[config.mk]
export PLATFORM = sky130hd
export DESIGN_NAME = circle_ring_renderer
export DESIGN_NICKNAME = d
export VERILOG_FILES = /design/src/rtl/circle_ring_renderer.sv
export SDC_FILE = /design/constraint.sdc
export NUM_CORES = 1
export LEC_CHECK = 0
export CELL_PAD_IN_SITES_DETAIL_PLACEMENT = 1
export CELL_PAD_IN_SITES_GLOBAL_PLACEMENT = 1
export CORE_MARGIN = 10
export CORE_UTILIZATION = 23
export CTS_CLUSTER_SIZE = 14
export DETAILED_ROUTE_END_ITERATION = 10
export GPL_TIMING_DRIVEN = 0
export HOLD_SLACK_MARGIN = 0.02
export PLACE_DENSITY_LB_ADDON = 0.1
export SYNTH_ARGS = -nofsm -noshare
export SYNTH_HDL_FRONTEND = slang
export SYNTH_SLANG_ARGS = --single-unit
[constraint.sdc]
create_clock -name clk -period 13.24 [get_ports clk]
set_input_delay 3.31 -clock clk [delete_from_list [all_inputs] [get_ports clk]]
set_output_delay 3.31 -clock clk [all_outputs]
set_load 0.01 [all_outputs]
[src/rtl/circle_ring_renderer.sv]
// Per-pixel disc/ring classifier with a 3-stage pipeline, a once-per-frame centre latch
// and a ring colour that steps RED->GREEN->BLUE->WHITE every COLOR_FRAMES frames.
module circle_ring_renderer #(
  parameter int RADIUS       = 150,
  parameter int LINE_W       = 3,
  parameter int W_BITS       = 10,
  parameter int COLOR_FRAMES = 32
) (
  input  logic              clk,
  input  logic              rst_n,
  input  logic [W_BITS-1:0] pix_x,
  input  logic [W_BITS-1:0] pix_y,
  input  logic              pix_de,
  input  logic              hs_in,
  input  logic              vs_in,
  input  logic              frame_start,
  input  logic [W_BITS-1:0] centre_x,
  input  logic [W_BITS-1:0] centre_y,
  input  logic [11:0]       bg_data,
  input  logic [1:0]        mode,
  output logic [3:0]        rgb_r,
  output logic [3:0]        rgb_g,
  output logic [3:0]        rgb_b,
  output logic              out_de,
  output logic              out_hs,
  output logic              out_vs
);

  localparam int D2_W  = 2 * W_BITS + 1;
  localparam int CNT_W = (COLOR_FRAMES > 1) ? $clog2(COLOR_FRAMES) : 1;

  localparam logic [D2_W-1:0]   R2       = D2_W'(RADIUS * RADIUS);
  localparam logic [D2_W-1:0]   RO2      = D2_W'((RADIUS + LINE_W) * (RADIUS + LINE_W));
  localparam logic [W_BITS-1:0] C_RST    = W_BITS'(RADIUS + LINE_W);
  localparam logic [CNT_W-1:0]  CNT_LAST = CNT_W'(COLOR_FRAMES - 1);

  localparam logic [1:0] ST_RED   = 2'd0;
  localparam logic [1:0] ST_GREEN = 2'd1;
  localparam logic [1:0] ST_BLUE  = 2'd2;
  localparam logic [1:0] ST_WHITE = 2'd3;

  function automatic logic [W_BITS-1:0] abs_diff(input logic [W_BITS-1:0] a,
                                                 input logic [W_BITS-1:0] b);
    logic signed [W_BITS:0] d;
    logic signed [W_BITS:0] m;
    d = $signed({1'b0, a}) - $signed({1'b0, b});
    m = d[W_BITS] ? -d : d;
    return m[W_BITS-1:0];
  endfunction

  function automatic logic [D2_W-1:0] square(input logic [W_BITS-1:0] v);
    logic [D2_W-1:0] e;
    e = D2_W'(v);
    return e * e;
  endfunction

  function automatic logic [1:0] next_colour(input logic [1:0] st);
    case (st)
      ST_RED:   return ST_GREEN;
      ST_GREEN: return ST_BLUE;
      ST_BLUE:  return ST_WHITE;
      default:  return ST_RED;
    endcase
  endfunction

  function automatic logic [11:0] colour_rgb(input logic [1:0] st);
    case (st)
      ST_RED:   return 12'hF00;
      ST_GREEN: return 12'h0F0;
      ST_BLUE:  return 12'h00F;
      default:  return 12'hFFF;
    endcase
  endfunction

  function automatic logic [11:0] pick_colour(input logic [1:0]  md,
                                              input logic        in_disc,
                                              input logic        on_ring,
                                              input logic [11:0] col,
                                              input logic [11:0] bg);
    case (md)
      2'b00:   return on_ring ? col : bg;
      2'b01:   return (in_disc || on_ring) ? col : bg;
      2'b10:   return on_ring ? col : 12'h000;
      default: return bg;
    endcase
  endfunction

  logic [W_BITS-1:0] r_cx_l;
  logic [W_BITS-1:0] r_cy_l;
  logic [CNT_W-1:0]  r_frame_cnt;
  logic [1:0]        r_col_st;

  logic              r_vld_p0, r_hs_p0, r_vs_p0;
  logic [W_BITS-1:0] r_adx_p0, r_ady_p0;
  logic [11:0]       r_bg_p0, r_col_p0;
  logic [1:0]        r_mode_p0;

  logic              r_vld_p1, r_hs_p1, r_vs_p1;
  logic [D2_W-1:0]   r_d2_p1;
  logic [11:0]       r_bg_p1, r_col_p1;
  logic [1:0]        r_mode_p1;

  logic              r_vld_p2, r_hs_p2, r_vs_p2;
  logic [11:0]       r_rgb_p2;

  logic              w_in_disc, w_on_ring;
  logic [11:0]       w_rgb;

  // Centre and colour only move on frame_start, so a frame never renders with mixed state
  always_ff @(posedge clk or negedge rst_n) begin
    if (!rst_n) begin
      r_cx_l      <= C_RST;
      r_cy_l      <= C_RST;
      r_frame_cnt <= '0;
      r_col_st    <= ST_RED;
    end else if (frame_start) begin
      r_cx_l <= centre_x;
      r_cy_l <= centre_y;
      if (r_frame_cnt == CNT_LAST) begin
        r_frame_cnt <= '0;
        r_col_st    <= next_colour(r_col_st);
      end else begin
        r_frame_cnt <= r_frame_cnt + 1'b1;
      end
    end
  end

  assign w_in_disc = (r_d2_p1 < R2);
  assign w_on_ring = (r_d2_p1 >= R2) && (r_d2_p1 < RO2);
  assign w_rgb     = r_vld_p1 ? pick_colour(r_mode_p1, w_in_disc, w_on_ring, r_col_p1, r_bg_p1)
                              : 12'h000;

  always_ff @(posedge clk or negedge rst_n) begin
    if (!rst_n) begin
      r_vld_p0 <= 1'b0;
      r_hs_p0  <= 1'b0;
      r_vs_p0  <= 1'b0;
      r_vld_p1 <= 1'b0;
      r_hs_p1  <= 1'b0;
      r_vs_p1  <= 1'b0;
      r_vld_p2 <= 1'b0;
      r_hs_p2  <= 1'b0;
      r_vs_p2  <= 1'b0;
      r_rgb_p2 <= 12'h000;
    end else begin
      r_vld_p0 <= pix_de;
      r_hs_p0  <= hs_in;
      r_vs_p0  <= vs_in;
      r_vld_p1 <= r_vld_p0;
      r_hs_p1  <= r_hs_p0;
      r_vs_p1  <= r_vs_p0;
      r_vld_p2 <= r_vld_p1;
      r_hs_p2  <= r_hs_p1;
      r_vs_p2  <= r_vs_p1;
      r_rgb_p2 <= w_rgb;
    end
  end

  always_ff @(posedge clk) begin
    // S1: distance components; colour is captured here so in-flight pixels keep it
    r_adx_p0  <= abs_diff(pix_x, r_cx_l);
    r_ady_p0  <= abs_diff(pix_y, r_cy_l);
    r_bg_p0   <= bg_data;
    r_mode_p0 <= mode;
    r_col_p0  <= colour_rgb(r_col_st);
    // S2: squared distance, full width
    r_d2_p1   <= square(r_adx_p0) + square(r_ady_p0);
    r_bg_p1   <= r_bg_p0;
    r_mode_p1 <= r_mode_p0;
    r_col_p1  <= r_col_p0;
  end

  assign rgb_r  = r_rgb_p2[11:8];
  assign rgb_g  = r_rgb_p2[7:4];
  assign rgb_b  = r_rgb_p2[3:0];
  assign out_de = r_vld_p2;
  assign out_hs = r_hs_p2;
  assign out_vs = r_vs_p2;

endmodule

==> results.sh <==
export IMPL_status="completed"
export IMPL_async_flop_share_pct=39.0
export IMPL_timing_fmax_mhz=146
export IMPL_grt_max_degree=28
export IMPL_place_inst=1787
export IMPL_slowest_delay_ns=0.55
export IMPL_die_w_um=236
export IMPL_arrival_ns=7.18
export IMPL_worst_skew_pair_late_latency_ns=0.46
export IMPL_fill_cells=5270
export IMPL_dp_hpwl_mm=23.2
export IMPL_hold_viol_final=0
export IMPL_cts_buffer_depth=2
export IMPL_rsz0062_at_grt="no"
export IMPL_netlist_instances=1106
export IMPL_synth_compound_area_share_pct=9.98
export IMPL_setup_viol=0
export IMPL_die_y_um=236
export IMPL_synth_top_flop_cell="dfxtp_1"
export IMPL_syn_area_um2=10700
export IMPL_numClockSinks=123
export IMPL_critical_path_class="flip-flop to flip-flop"
export IMPL_cp_common_cell="fa_1"
export IMPL_place_congestion=0.740
export IMPL_rr_endpoint="r_d2_p1[19]$_DFF_P_"
export IMPL_syn_nets=1413
export IMPL_use_met2_pct=17.9
export IMPL_fin_worst_skew_ns=0.0116
export IMPL_yosys_area_share_simple_pct=12.9
export IMPL_antenna_found_initial=1
export IMPL_root_buffer="clkbuf_16"
export IMPL_finalSetupTns_ns=0
export IMPL_synth_avg_cell_area_um2=9.69
export IMPL_rrSetupSlack_ns=6.39
export IMPL_vias=7639
export IMPL_grt_pass1_wl_mm=46.0
export IMPL_worstSetupPathDepth=19
export IMPL_busiest_layer="met2"
export IMPL_routed_wl_mm=27.5
export IMPL_critPathLaunchType="flip-flop"
export IMPL_drtIter0Drc=226
export IMPL_cp_end_kind="flip-flop"
export IMPL_synth_xor_area_share_pct=4.25
export IMPL_synth_mux_area_share_pct=0.817
export IMPL_worstReg2RegStart="r_ady_p0[0]$_DFF_P_"
export IMPL_drc=0
export IMPL_start_util_pct=23.1
export IMPL_wl_per_cell_um=15.1
export IMPL_period_minus_slack_ns=6.85
export IMPL_path_cells="clkbuf_1 -> nand2_1 -> fa_1 -> fa_1 -> inv_1 -> fa_1 -> fa_1 -> fa_1 -> fa_1 -> inv_1 -> fa_1 -> inv_1 -> ha_1 -> a21oi_1 -> o21ai_1 -> o31ai_1 -> o211a_1 -> nor3_1 -> or3b_1"
export IMPL_drv_slew=0
export IMPL_final_nets=1506
export IMPL_area_growth_pct=19.6
export IMPL_num_rows=79
export IMPL_critPathLaunch="r_ady_p0[0]$_DFF_P_"
export IMPL_globalRouteOverflowTotal=0
export IMPL_viasPerCell=4.20
export IMPL_cts_buffers=17
export IMPL_cp_num_buf_inv=4
export IMPL_worstPathRequired_ns=13.58
export IMPL_portBuffers=73
export IMPL_drt_pass1_iter_count=4
export IMPL_antenna_left=0
export IMPL_finalNonFillerCells=1819
export IMPL_crit_family="adder cells"
export IMPL_cts_tree="done"
export IMPL_path_clk_slew_ns=0.07
export IMPL_slowest_stage="fa_1"
export IMPL_synth_edff_count=0
export IMPL_max_cap_viol_count=0
export IMPL_relSlewSlack_pct=57.0
export IMPL_hold_class="flip-flop to flip-flop"
export IMPL_dieArea_um2=55600
export IMPL_diodes=0
export IMPL_grt_usage_pct=10.5
export IMPL_synth_top_family_by_area="adder cells"
export IMPL_gr_usage_met1_pct=12.8
export IMPL_yosys_warnings=0
export IMPL_ctsHoldBuffers=0
export IMPL_worstSetupEndpoint="r_d2_p1[19]$_DFF_P_"
export IMPL_grt_pass1_vias=8599
export IMPL_yosysUniqueCellTypes=70
export IMPL_htree_levels=4
export IMPL_synth_seq_area_share_pct=25.3
export IMPL_tightest_slew_ns=0.645
export IMPL_cts_resized=0
export IMPL_drive_above_1_share_pct=6.11
export IMPL_path_max_fanout=10
export IMPL_reg2regPathDepth=19
export IMPL_grt_use_met3_pct=2.38
export IMPL_synthAdderAreaFrac_pct=38.0
export IMPL_core_um2=46400
export IMPL_finalCritPeriodShare_pct=51.7
export IMPL_postCtsSetupBuffers=0
export IMPL_io_pins=75
export IMPL_ys_ff_latch=123
[worst min-delay path by stage]
stage	start	endpoint	slack, ns	cells past startpoint
after floorplan	r_bg_p0[0]$_DFF_P_	r_bg_p1[0]$_DFF_P_	0.31	0
after global placement	r_mode_p0[0]$_DFF_P_	r_mode_p1[0]$_DFF_P_	0.31	0
after detailed placement	r_mode_p0[0]$_DFF_P_	r_mode_p1[0]$_DFF_P_	0.31	0
after CTS	r_bg_p0[1]$_DFF_P_	r_bg_p1[1]$_DFF_P_	0.32	0
after global routing	r_bg_p0[1]$_DFF_P_	r_bg_p1[1]$_DFF_P_	0.33	0
final	r_bg_p0[1]$_DFF_P_	r_bg_p1[1]$_DFF_P_	0.32	0
[area by class of cell]
cell class | instances | area (um2) | area share (%)
plain buffers | 25 | 98.8 | 0.771
clock buffers | 17 | 425 | 3.32
clock inverters | 15 | 173 | 1.35
inverters | 223 | 837 | 6.53
multi-input cells | 735 | 7070 | 55.1
flip-flops and latches | 123 | 2710 | 21.2
well taps | 607 | 759 | 5.92
repair buffers | 74 | 746 | 5.82
[cell usage after synthesis, drive strengths merged, types with 4 or more instances]
library cell	count	area share, %
a211oi	4	0.42
a21o	7	0.49
a21oi	36	1.7
a22oi	11	0.77
a31oi	6	0.35
a41oi	4	0.47
and2	43	2.5
and3	7	0.46
clkbuf	23	0.81
dfrtp	40	9.3
dfstp	8	2.0
dfxtp	75	14
fa	131	24
ha	116	14
inv	223	7.8
mux2	6	0.63
nand2	96	3.4
nand2b	13	0.76
nand3	8	0.37
nand4	5	0.29
nor2	50	1.8
nor2b	4	0.23
nor3	11	0.51
nor3b	8	0.56
o211ai	7	0.49
o21ai	49	2.3
o21bai	6	0.49
o221ai	12	0.98
or2	5	0.29
xnor2	36	2.9
xor2	16	1.3
[cell families (layout without fill, tap and decap cells)]
group / after synthesis / count (layout)
AND/OR/NAND/NOR: 270 / 270
AO/OA/AOI/OAI: 158 / 158
buffers and inverters: 248 / 354
XOR/XNOR: 52 / 52
multiplexers: 8 / 8
flip-flops: 123 / 123
adder cells (fa/ha/maj): 247 / 247
[layout by cell type, fill, tap and decap left out, types with 6 or more instances in the layout]
master,count
inv_1,221
fa_1,131
ha_1,116
nand2_1,96
dfxtp_1,75
clkdlybuf4s50_1,72
nor2_1,50
and2_1,43
o21ai_0,41
dfrtp_1,40
xnor2_1,36
a21oi_1,35
clkbuf_1,23
clkbuf_16,17
xor2_1,16
nand2b_1,13
o221ai_1,12
nor3_1,11
a22oi_1,11
nand3_1,8
nor3b_1,8
dfstp_2,8
a21o_1,7
o21ai_1,7
o211ai_1,7
and3_1,6
a31oi_1,6
mux2_2,6
[per-stage QoR]
stage               setup WS, ns  instance area [um2]  hold WS, ns  util [%]
finish                      6.39                12800        0.321      27.7
floorplan                   7.22                10700        0.310         -
global route                5.95                12800        0.329      27.7
global placement            6.27                12200        0.311      26.3
detailed placement          6.29                12200        0.314      26.4
CTS                         6.26                12800        0.322      27.7
[layer usage]
| metal | vias to the layer above | wire (um) |
|---|---|---|
| li1 | 3737 | - |
| met1 | 3818 | 12700 |
| met2 | 60 | 13700 |
| met3 | 24 | 666 |
| met4 | 0 | 344 |
| met5 | - | 0 |
[sequential cells by signal (all words and copies together), names as in the netlist, 2 cells and up]
name,count
r_d2_p1,21
r_frame_cnt,5
r_rgb_p2,12
r_bg_p1,12
r_col_st,2
r_cy_l,10
r_ady_p0,10
r_cx_l,10
r_bg_p0,12
r_col_p1,3
r_adx_p0,10
r_mode_p1,2
r_mode_p0,2
r_col_p0,3
Power is not shown: default switching activity piles up to over one toggle a cycle in this logic, so the estimate is an artifact.
